[src/rtl/piso_tx.sv]
// piso_tx: parallel-in serial-out transmitter, valid/ready word input, framed serial output.
// Define PISO_PARITY_EN to append an even-parity bit to every frame.
module piso_tx #(
  parameter int WIDTH = 3,
  parameter bit MSB_FIRST = 1'b1
) (
  input  logic             clk,
  input  logic             reset,
  input  logic [WIDTH-1:0] p_in,
  input  logic             p_valid,
  output logic             p_ready,
  output logic             s_out,
  output logic             s_valid,
  output logic             s_last,
  output logic             busy
);
  localparam int CW = $clog2(WIDTH);
  localparam logic [CW-1:0] LAST = CW'(WIDTH - 1);
  typedef enum logic [1:0] {IDLE, SHIFT, PARITY} state_t;
  state_t state;
  logic [WIDTH-1:0] sh;
  logic [CW-1:0] cnt;
  logic at_last, accept;
  assign at_last = state == SHIFT && cnt == LAST;
  assign accept = p_valid && p_ready;
`ifdef PISO_PARITY_EN
  localparam bit DATA_LAST = 1'b0;
  logic par;
  assign p_ready = state == IDLE || state == PARITY;
`else
  localparam bit DATA_LAST = 1'b1;
  assign p_ready = state == IDLE || at_last;
`endif
  // sh holds the bits still to be sent, next bit at the outgoing end
  always_ff @(posedge clk or posedge reset)
    if (reset) begin
      state   <= IDLE;
      sh      <= '0;
      cnt     <= '0;
      s_out   <= 1'b0;
      s_valid <= 1'b0;
      s_last  <= 1'b0;
      busy    <= 1'b0;
`ifdef PISO_PARITY_EN
      par     <= 1'b0;
`endif
    end else if (accept) begin
      state   <= SHIFT;
      cnt     <= '0;
      s_out   <= MSB_FIRST ? p_in[WIDTH-1] : p_in[0];
      sh      <= MSB_FIRST ? p_in << 1 : p_in >> 1;
      s_valid <= 1'b1;
      s_last  <= 1'b0;
      busy    <= 1'b1;
`ifdef PISO_PARITY_EN
      par     <= ^p_in;
`endif
    end else if (state == SHIFT && !at_last) begin
      cnt    <= cnt + 1'b1;
      s_out  <= MSB_FIRST ? sh[WIDTH-1] : sh[0];
      sh     <= MSB_FIRST ? sh << 1 : sh >> 1;
      s_last <= DATA_LAST && (cnt + 1'b1 == LAST);
    end
`ifdef PISO_PARITY_EN
    else if (at_last) begin
      state  <= PARITY;
      s_out  <= par;
      s_last <= 1'b1;
    end
`endif
    else begin
      state   <= IDLE;
      cnt     <= '0;
      s_out   <= 1'b0;
      s_valid <= 1'b0;
      s_last  <= 1'b0;
      busy    <= 1'b0;
    end
endmodule

[config.mk]
export PLATFORM = sky130hd
export DESIGN_NAME = piso_tx
export DESIGN_NICKNAME = d
export VERILOG_FILES = /design/src/rtl/piso_tx.sv
export SDC_FILE = /design/constraint.sdc
export NUM_CORES = 1
export LEC_CHECK = 0
export ABC_AREA = 1
export ABC_CLOCK_PERIOD_IN_PS = 1200
export CAP_MARGIN = 25
export CORE_AREA = 4 4 41 43
export CTS_BUF_LIST = sky130_fd_sc_hd__clkbuf_4 sky130_fd_sc_hd__clkbuf_8
export CTS_CLUSTER_SIZE = 40
export DETAILED_ROUTE_END_ITERATION = 7
export DIE_AREA = 0 0 45 47
export GPL_ROUTABILITY_DRIVEN = 1
export MAX_ROUTING_LAYER = met4
export PLACE_DENSITY = 0.44
export SYNTH_ARGS = -nofsm -noshare
export SYNTH_HDL_FRONTEND = slang
export SYNTH_SLANG_ARGS = --single-unit
[constraint.sdc]
create_clock -name clk -period 1.2 [get_ports clk]
set_input_delay 0.24 -clock clk [delete_from_list [all_inputs] [get_ports clk]]
set_output_delay 0.24 -clock clk [all_outputs]
set_load 0.01 [all_outputs]
## Word level (Yosys, flattened, before mapping)

Index checks and enable logic that the tools add are counted.

| operators by class | value |
|---|---|
| add/sub/neg operators | 1 |
| multiplexer cells | 12 |
| reduce and logical (&&, ||, !) cells | 7 |
| eq/ne operators | 4 |

Operator list:

| kind | count |
|---|---|
| 2-bit two-way mux | 4 |
| 1-bit two-way mux | 6 |
| 3-bit two-way mux | 2 |
| 2-bit == test, second input constant | 2 |
| 1-bit logical AND | 3 |
| 2-bit by 1-bit adder with 2-bit output, second input constant | 1 |
| 2-bit by 1-bit == test with 1-bit output, second input constant | 1 |
| 2-bit zero test | 1 |
| 2-bit inequality test, second input constant | 1 |
| 2-bit nonzero test | 1 |
| 1-bit zero test | 1 |
| 1-bit logical OR | 1 |

| storage, ports and cells | value |
|---|---|
| word-level logic and storage cells | 30 |
| output and inout bits | 5 |
| input bits | 6 |
| bits in registers | 10 |

## Depth between registers and ports, before layout

Gate-level depths: netlist of the first run.

| logic depth | value |
|---|---|
| depth after elaboration | 6 |
| gate-level depth with buffers | 6 |
| gate-level depth less buffers | 6 |

## Worst setup path after synthesis of the first run

No wires, ideal clock.

| timing | value |
|---|---|
| path kind | flip-flop to flip-flop |
| start point | reg cnt[0] |
| end point | reg sh[2] |
| period minus slack after synthesis | 1004 ps |
| buffers on the path | 0 |
| stages on the path, launching flop included | 7 |
| arrival time | 880 ps |
| required time | 1076 ps |
| setup time | 124 ps |
| slack | 196 ps |
| cell sequence | dfrtp_1 > inv_1 > ha_1 > inv_2 > nand2_4 > nand3_1 > nand3_1 |

| on the way | value |
|---|---|
| cells in the longest elaborated chain, start to end | 5 |
| elaborated cells on any way between the ends | 8 |
| classes of those cells | eq/ne (1); mux (1); reduce/logical (6) |

Ends and longest elaborated chain:

| item | RTL line | source |
|---|---|---|
| start: declaration | 22 | `logic [CW-1:0] cnt;` |
| start signal: assignment | 59 | `cnt <= cnt + 1'b1;` |
| 2-bit == test * | 24 | `assign at_last = state == SHIFT && cnt == LAST;` |
| 1-bit logical AND * | 24 |  |
| 1-bit logical OR * | 32 | `assign p_ready = state == IDLE \|\| at_last;` |
| net p_ready | 11 | `output logic p_ready,` |
| 1-bit logical AND * | 25 | `assign accept = p_valid && p_ready;` |
| 3-bit two-way mux / 2-bit nonzero test (equally long branches) | - |  |
| end signal: assignment | 51 | `sh <= MSB_FIRST ? p_in << 1 : p_in >> 1;` |
| end signal: assignment | 61 | `sh <= MSB_FIRST ? sh << 1 : sh >> 1;` |
| end: declaration | 21 | `logic [WIDTH-1:0] sh;` |

Mark *: on every way through the listed nets, which the timed path passes. The rest lies on a longest branch.
A chain may end at the register's enable or synchronous reset.

## Final worst setup path of the first run

| timing | value |
|---|---|
| start point | reg cnt[0] |
| end point | out p_ready |

| on the way | value |
|---|---|
| cells in the longest elaborated chain, start to end | 3 |

Ends and longest elaborated chain:

| item | RTL line |
|---|---|
| 2-bit == test | 24 |
| 1-bit logical AND | 24 |
| 1-bit logical OR | 32 |
| end: declaration | 11 |

Every way passes these cells.

==> run summary, run 1 <==
Status -> complete, but fails checks
Failing checks -> setup timing
Pwr Total -> 1120 uW
Total grt overflow -> 0
Register area -> 176 sq um
Leakage power figure -> 0.000260 uW
CORE AREA -> 0.00130 sq mm
Clock buffer depth -> 2
Worst VDD drop -> 0.000929 V
Async SR Flop Fraction -> 1.00
Synth-to-Final Area Change -> 53.4%
Detail Route Antenna Nets -> 0
Post-route minimum period -> 1290 ps
Per-cell routed wire length -> 9.68 um
Synth unique cells -> 11
Number of port buffers -> 10
Number of max-cap violations -> 0
CTS clock-pin slew for the worst setup and hold paths -> 60 ps
CP required -> 960 ps
Ys Warns -> 0
Detail Placement HPWL -> 505 um
IO Count -> 11
Dominant cells by area after synthesis -> dfrtp_1 (55%), ha_1 (7.9%), nand3_1 (7.9%)
Final Non-Filler Cells -> 65
Share of cells above drive strength 1 -> 0.320
Avg Cell Area, Syn -> 9.59 sq um
Final RePlAce weighted congestion -> 0.743
Initial antenna violation count -> 0
H-tree depth -> 1
Yosys reg bits -> 7
R2R cell count -> 6
Multi-input combinational cell area -> 110 sq um
TritonCTS Buffers -> 3
Syn Inst Count -> 33
Worst slew pin tran -> 268 ps
Placed insts -> 61
Synth area leader -> dfrtp_1
N_diodes -> 0
Fin worst setup slack -> -90.7 ps
Pre-antenna DRT Iters -> 2
DRC Markers -> 0
CTS sink count -> 7
Routed via count -> 259
Violation count after the first detailed-route iteration -> 5
Stages on the worst setup path -> 5
Die Wd -> 45 um
GRT Util Overall -> 0.0773
Top FF cell, synth -> dfrtp_1
Largest net degree at the start of global routing -> 10
Number of synthesized flops with an enable pin -> 0
TritonCTS clock tree -> yes
Max incr delay on CP -> 370 ps
RSZ-0062 raised after global routing -> yes
Syn nets -> 41
Total die area -> 0.00212 sq mm
CP max stage cell -> dfrtp_1
Cell Area, Placed -> 458 sq um
Share of the synthesized area in the top cell type -> 0.553
Mapped Area -> 317 sq um
PwrDens -> 2300 mW/mm^2
Crit path max-delay family -> flip-flops
Setup Skew -> 6.69 ps
Row count -> 13
Crit end category -> primary output
Vias in the first global route -> 270
FMAX -> 775 MHz
CP Cell Sequence -> inv_1 -> ha_2 -> inv_2 -> nand2_4 -> buf_6
Worst min path class -> in -> async
Starting Density -> 0.243
CP arrival -> 1050 ps
Crit start category -> register
Final Hold Fails -> 0
Nets -> 59
CP Buf/Inv Count -> 3
Most common cell in the netlist -> dfrtp_1
Crit Path Class -> reg -> out
Final Cycle Share -> 1.08
Final Setup Violations -> 1
Worst Path Max Fanout -> 2
Number of fill cells -> 144
Fin area -> 485 sq um
Latest clock arrival within the worst-skew pair -> 250 ps
Sequential fraction of the synthesis area -> 0.553
Chip Height -> 47 um
Normalized max-slew margin -> 0.821
Total wire length -> 629 um
Root Buffer -> clkbuf_4
Hold-fix buffers at CTS -> 0
Fin. max-slew vios -> 0
Vias per cell -> 3.98
Synth top cells by count -> dfrtp_1 (7), inv_1 (6), nand2_1 (5), nand3_1 (5), nor2_1 (3)
Dpl ws -> -260 ps
First-pass GRT wire length -> 1040 um
layout make-up:
cell class	count	area share
sequential	7	0.363
clock buffer	4	0.0619
tap	15	0.0387
timing repair buffer	14	0.255
multi-input combinational	18	0.227
inverter	7	0.0541
kinds of logic after synthesis:
kind of cell,count (synthesis),share of synthesized area
buffers and inverters,8,0.107
adder cells (fa/ha/maj),2,0.0790
flip-flops,7,0.553
AND/OR/NAND/NOR,16,0.261
timing repair:
action | CTS | global route
endpoints found under the setup margin | 5 | 3
cloned | 0 | 0
buffers inserted | 0 | 0
pin swaps | 0 | 0
gates resized for setup | 13 | 1
routing by layer:
| layer | vias up | track usage | wire (um) |
|---|---|---|---|
| met5 | - | - | 0 |
| met4 | 0 | 0.0702 | 0 |
| met3 | 0 | 0.0345 | 43 |
| met2 | 7 | 0.119 | 324 |
| met1 | 119 | 0.0721 | 261 |
| li1 | 133 | - | - |
flip-flops by register name (all words and copies together), names as in the netlist:
register  count
sh            2
busy          1
s_out         1
cnt           2
s_last        1
metrics by stage:
step | utilization | TNS (ps) | hold slack, ps
floorplan | - | 0 | 43.4
global placement | 0.352 | -297 | 466
detailed placement | 0.352 | -354 | 478
CTS | 0.377 | -106 | 222
global route | 0.373 | -163 | 249
finish | 0.373 | -90.7 | 220
cells in the final DEF (no fill, tap or decap), types with 2 or more instances in the layout:
master,instances
inv_1,6
dfrtp_1,6
nand3_1,5
nand2_1,5
clkdlybuf4s50_1,5
clkbuf_4,4
buf_4,4
nor2_1,3
dlygate4sd2_1,2
path summary, 6_finish.rpt:
path / slack (ps) / end / start
worst max-delay path: -90 / p_ready / cnt[0]
worst min-delay path: 220 / s_last / reset
worst max register to register: 110 / sh[2] / cnt[1]
worst min register to register: 490 / s_out / sh[2]
max in group asynchronous: 740 / busy / reset
min in group clk: 490 / s_out / sh[2]
power by group:
| part | internal, uW | switching [uW] |
|---|---|---|
| Clock | 150 | 89.9 |
| Combinational | 252 | 246 |
| Sequential | 328 | 52.1 |
No activity file was read; power rests on OpenSTA's default activity.
==> run 2, diff against run 1 <==
--- a/config.mk
+++ b/config.mk
@@ -8,14 +8,14 @@
 export ABC_AREA = 1
 export ABC_CLOCK_PERIOD_IN_PS = 1200
 export CAP_MARGIN = 25
-export CORE_AREA = 4 4 41 43
+export CORE_AREA = 2 2 39 41
 export CTS_BUF_LIST = sky130_fd_sc_hd__clkbuf_4 sky130_fd_sc_hd__clkbuf_8
 export CTS_CLUSTER_SIZE = 40
 export DETAILED_ROUTE_END_ITERATION = 7
-export DIE_AREA = 0 0 45 47
+export DIE_AREA = 0 0 41 43
 export GPL_ROUTABILITY_DRIVEN = 1
 export MAX_ROUTING_LAYER = met4
-export PLACE_DENSITY = 0.44
+export PLACE_DENSITY = 0.47
 export SYNTH_ARGS = -nofsm -noshare
 export SYNTH_HDL_FRONTEND = slang
 export SYNTH_SLANG_ARGS = --single-unit
==> run 2 against run 1 <==
The run still ends with setup timing left; clock power hardly changed; wire length grew 1.9%; clock-buffer cell count stayed put; non-clock buffer count increased by 3; sequential cell count is the same; register-to-register slack lost 20 ps; total power up 5.6%; first-iteration DRC count fell by 40%; fmax grew 0.25%; global-route usage grew 2.2 points; clock skew shrank 6.3 ps; critical path type unchanged.
==> run summary, run 2 (synthesis results as in run 1) <==
Status -> complete, but fails checks
Failing checks -> setup timing
Most frequent cells in the layout -> dfrtp_1 (7), buf_4 (7), inv_1 (6)
Pre-antenna DRT Iters -> 4
Nets -> 62
CORE AREA -> 0.00138 sq mm
Total die area -> 0.00176 sq mm
First-pass GRT wire length -> 1110 um
CP required -> 960 ps
Largest net degree at the start of global routing -> 10
Crit Path Class -> reg -> out
Per-cell routed wire length -> 9.29 um
CTS sink count -> 7
Number of port buffers -> 10
Die Wd -> 41 um
H-tree depth -> 1
Share of cells above drive strength 1 -> 0.321
FMAX -> 777 MHz
Final Hold Fails -> 0
Latest clock arrival within the worst-skew pair -> 250 ps
Setup Skew -> 0.436 ps
DRC Markers -> 0
Row count -> 14
CTS clock-pin slew for the worst setup and hold paths -> 50 ps
Setup crit start -> cnt[0]
TritonCTS clock tree -> yes
Hold WS -> 223 ps
Top flop regs -> cnt x2, sh x2
Fin. max-slew vios -> 0
Total grt overflow -> 0
IO Count -> 11
GRT Util Overall -> 0.0992
Violation count after the first detailed-route iteration -> 3
Crit end category -> primary output
Final Setup Violations -> 1
Placed insts -> 62
Worst VDD drop -> 0.00100 V
Finished Core Util -> 0.371
Number of max-cap violations -> 0
Hold-fix buffers at CTS -> 0
Worst slew pin tran -> 273 ps
Worst min path class -> in -> async
PwrDens -> 2300 mW/mm^2
Vias per cell -> 4.09
CP arrival -> 1050 ps
Starting Density -> 0.229
Final Cycle Share -> 1.07
Detail Route Antenna Nets -> 0
Chip Height -> 43 um
Pwr Total -> 1180 uW
Total wire length -> 641 um
Normalized max-slew margin -> 0.818
Final RePlAce weighted congestion -> 0.709
Initial antenna violation count -> 0
Post-route minimum period -> 1290 ps
Synth-to-Final Area Change -> 62.1%
Detail Placement HPWL -> 480 um
Crit start category -> register
RSZ-0062 raised after global routing -> yes
Vias in the first global route -> 303
Reg2reg start -> cnt[0]
Setup TNS -> -87.5 ps
N_diodes -> 0
Clock buffer depth -> 2
TritonCTS Buffers -> 3
Root Buffer -> clkbuf_4
Routed via count -> 282
Final Non-Filler Cells -> 69
Fin worst setup slack -> -87.5 ps
Number of fill cells -> 162
Worst Path Max Fanout -> 2
Leakage power figure -> 0.000276 uW
==> run 2: metrics by stage <==
| stage | area (sq um) | worst slack [ps] |
|---|---|---|
| final | 513 | -87.5 |
| after global routing | 513 | -131 |
| after CTS | 503 | -93.2 |
| after detailed placement | 459 | -259 |
| after global placement | 459 | -253 |
| after floorplan | 317 | 196 |
==> run 2: where the power goes <==
group | switching, uW | internal (uW) | total (uW)
combinational | 267 | 309 | 577
clock | 89.2 | 150 | 239
sequential | 39.0 | 326 | 365
==> run 2: repair_timing <==
item | in CTS | in global routing
resized for setup | 10 | 2
setup endpoints to repair | 5 | 3
hold endpoints to repair | 0 | 0
buffers inserted | 2 | 1
==> run 2: per-layer routing <==
layer  share of wire  GRT usage  vias to the layer above
met5               0          -                        -
met2            0.51      0.153                        9
met1            0.42     0.0945                      133
met4           0.022      0.100                        0
li1                -          -                      138
met3           0.039     0.0157                        2
==> run 2: area by class of cell <==
cell class / count / area (sq um) / share of cell area
multi-input combinational: 18 / 110 / 0.215
timing repair buffer: 17 / 151 / 0.295
inverter: 7 / 26.3 / 0.0512
tap: 16 / 20.0 / 0.0390
sequential: 7 / 175 / 0.341
clock buffer: 4 / 30.0 / 0.0585
==> run 2: final timing paths <==
kind | cells after the start | slack, ps | end
min in group clk | 2 | 480 | s_out
max in group asynchronous | 2 | 770 | cnt[0]
hold reg to reg | 2 | 480 | s_out
setup / recovery | 5 | -90 | p_ready
setup reg to reg | 6 | 90 | s_last
hold / removal | 2 | 220 | s_last
==> run 2: worst max-delay path: stages (launching register included) <==
cell and delay (ps):
dfrtp_1 370, inv_1 60, ha_2 180, inv_2 40, nand2_4 50, buf_6 90
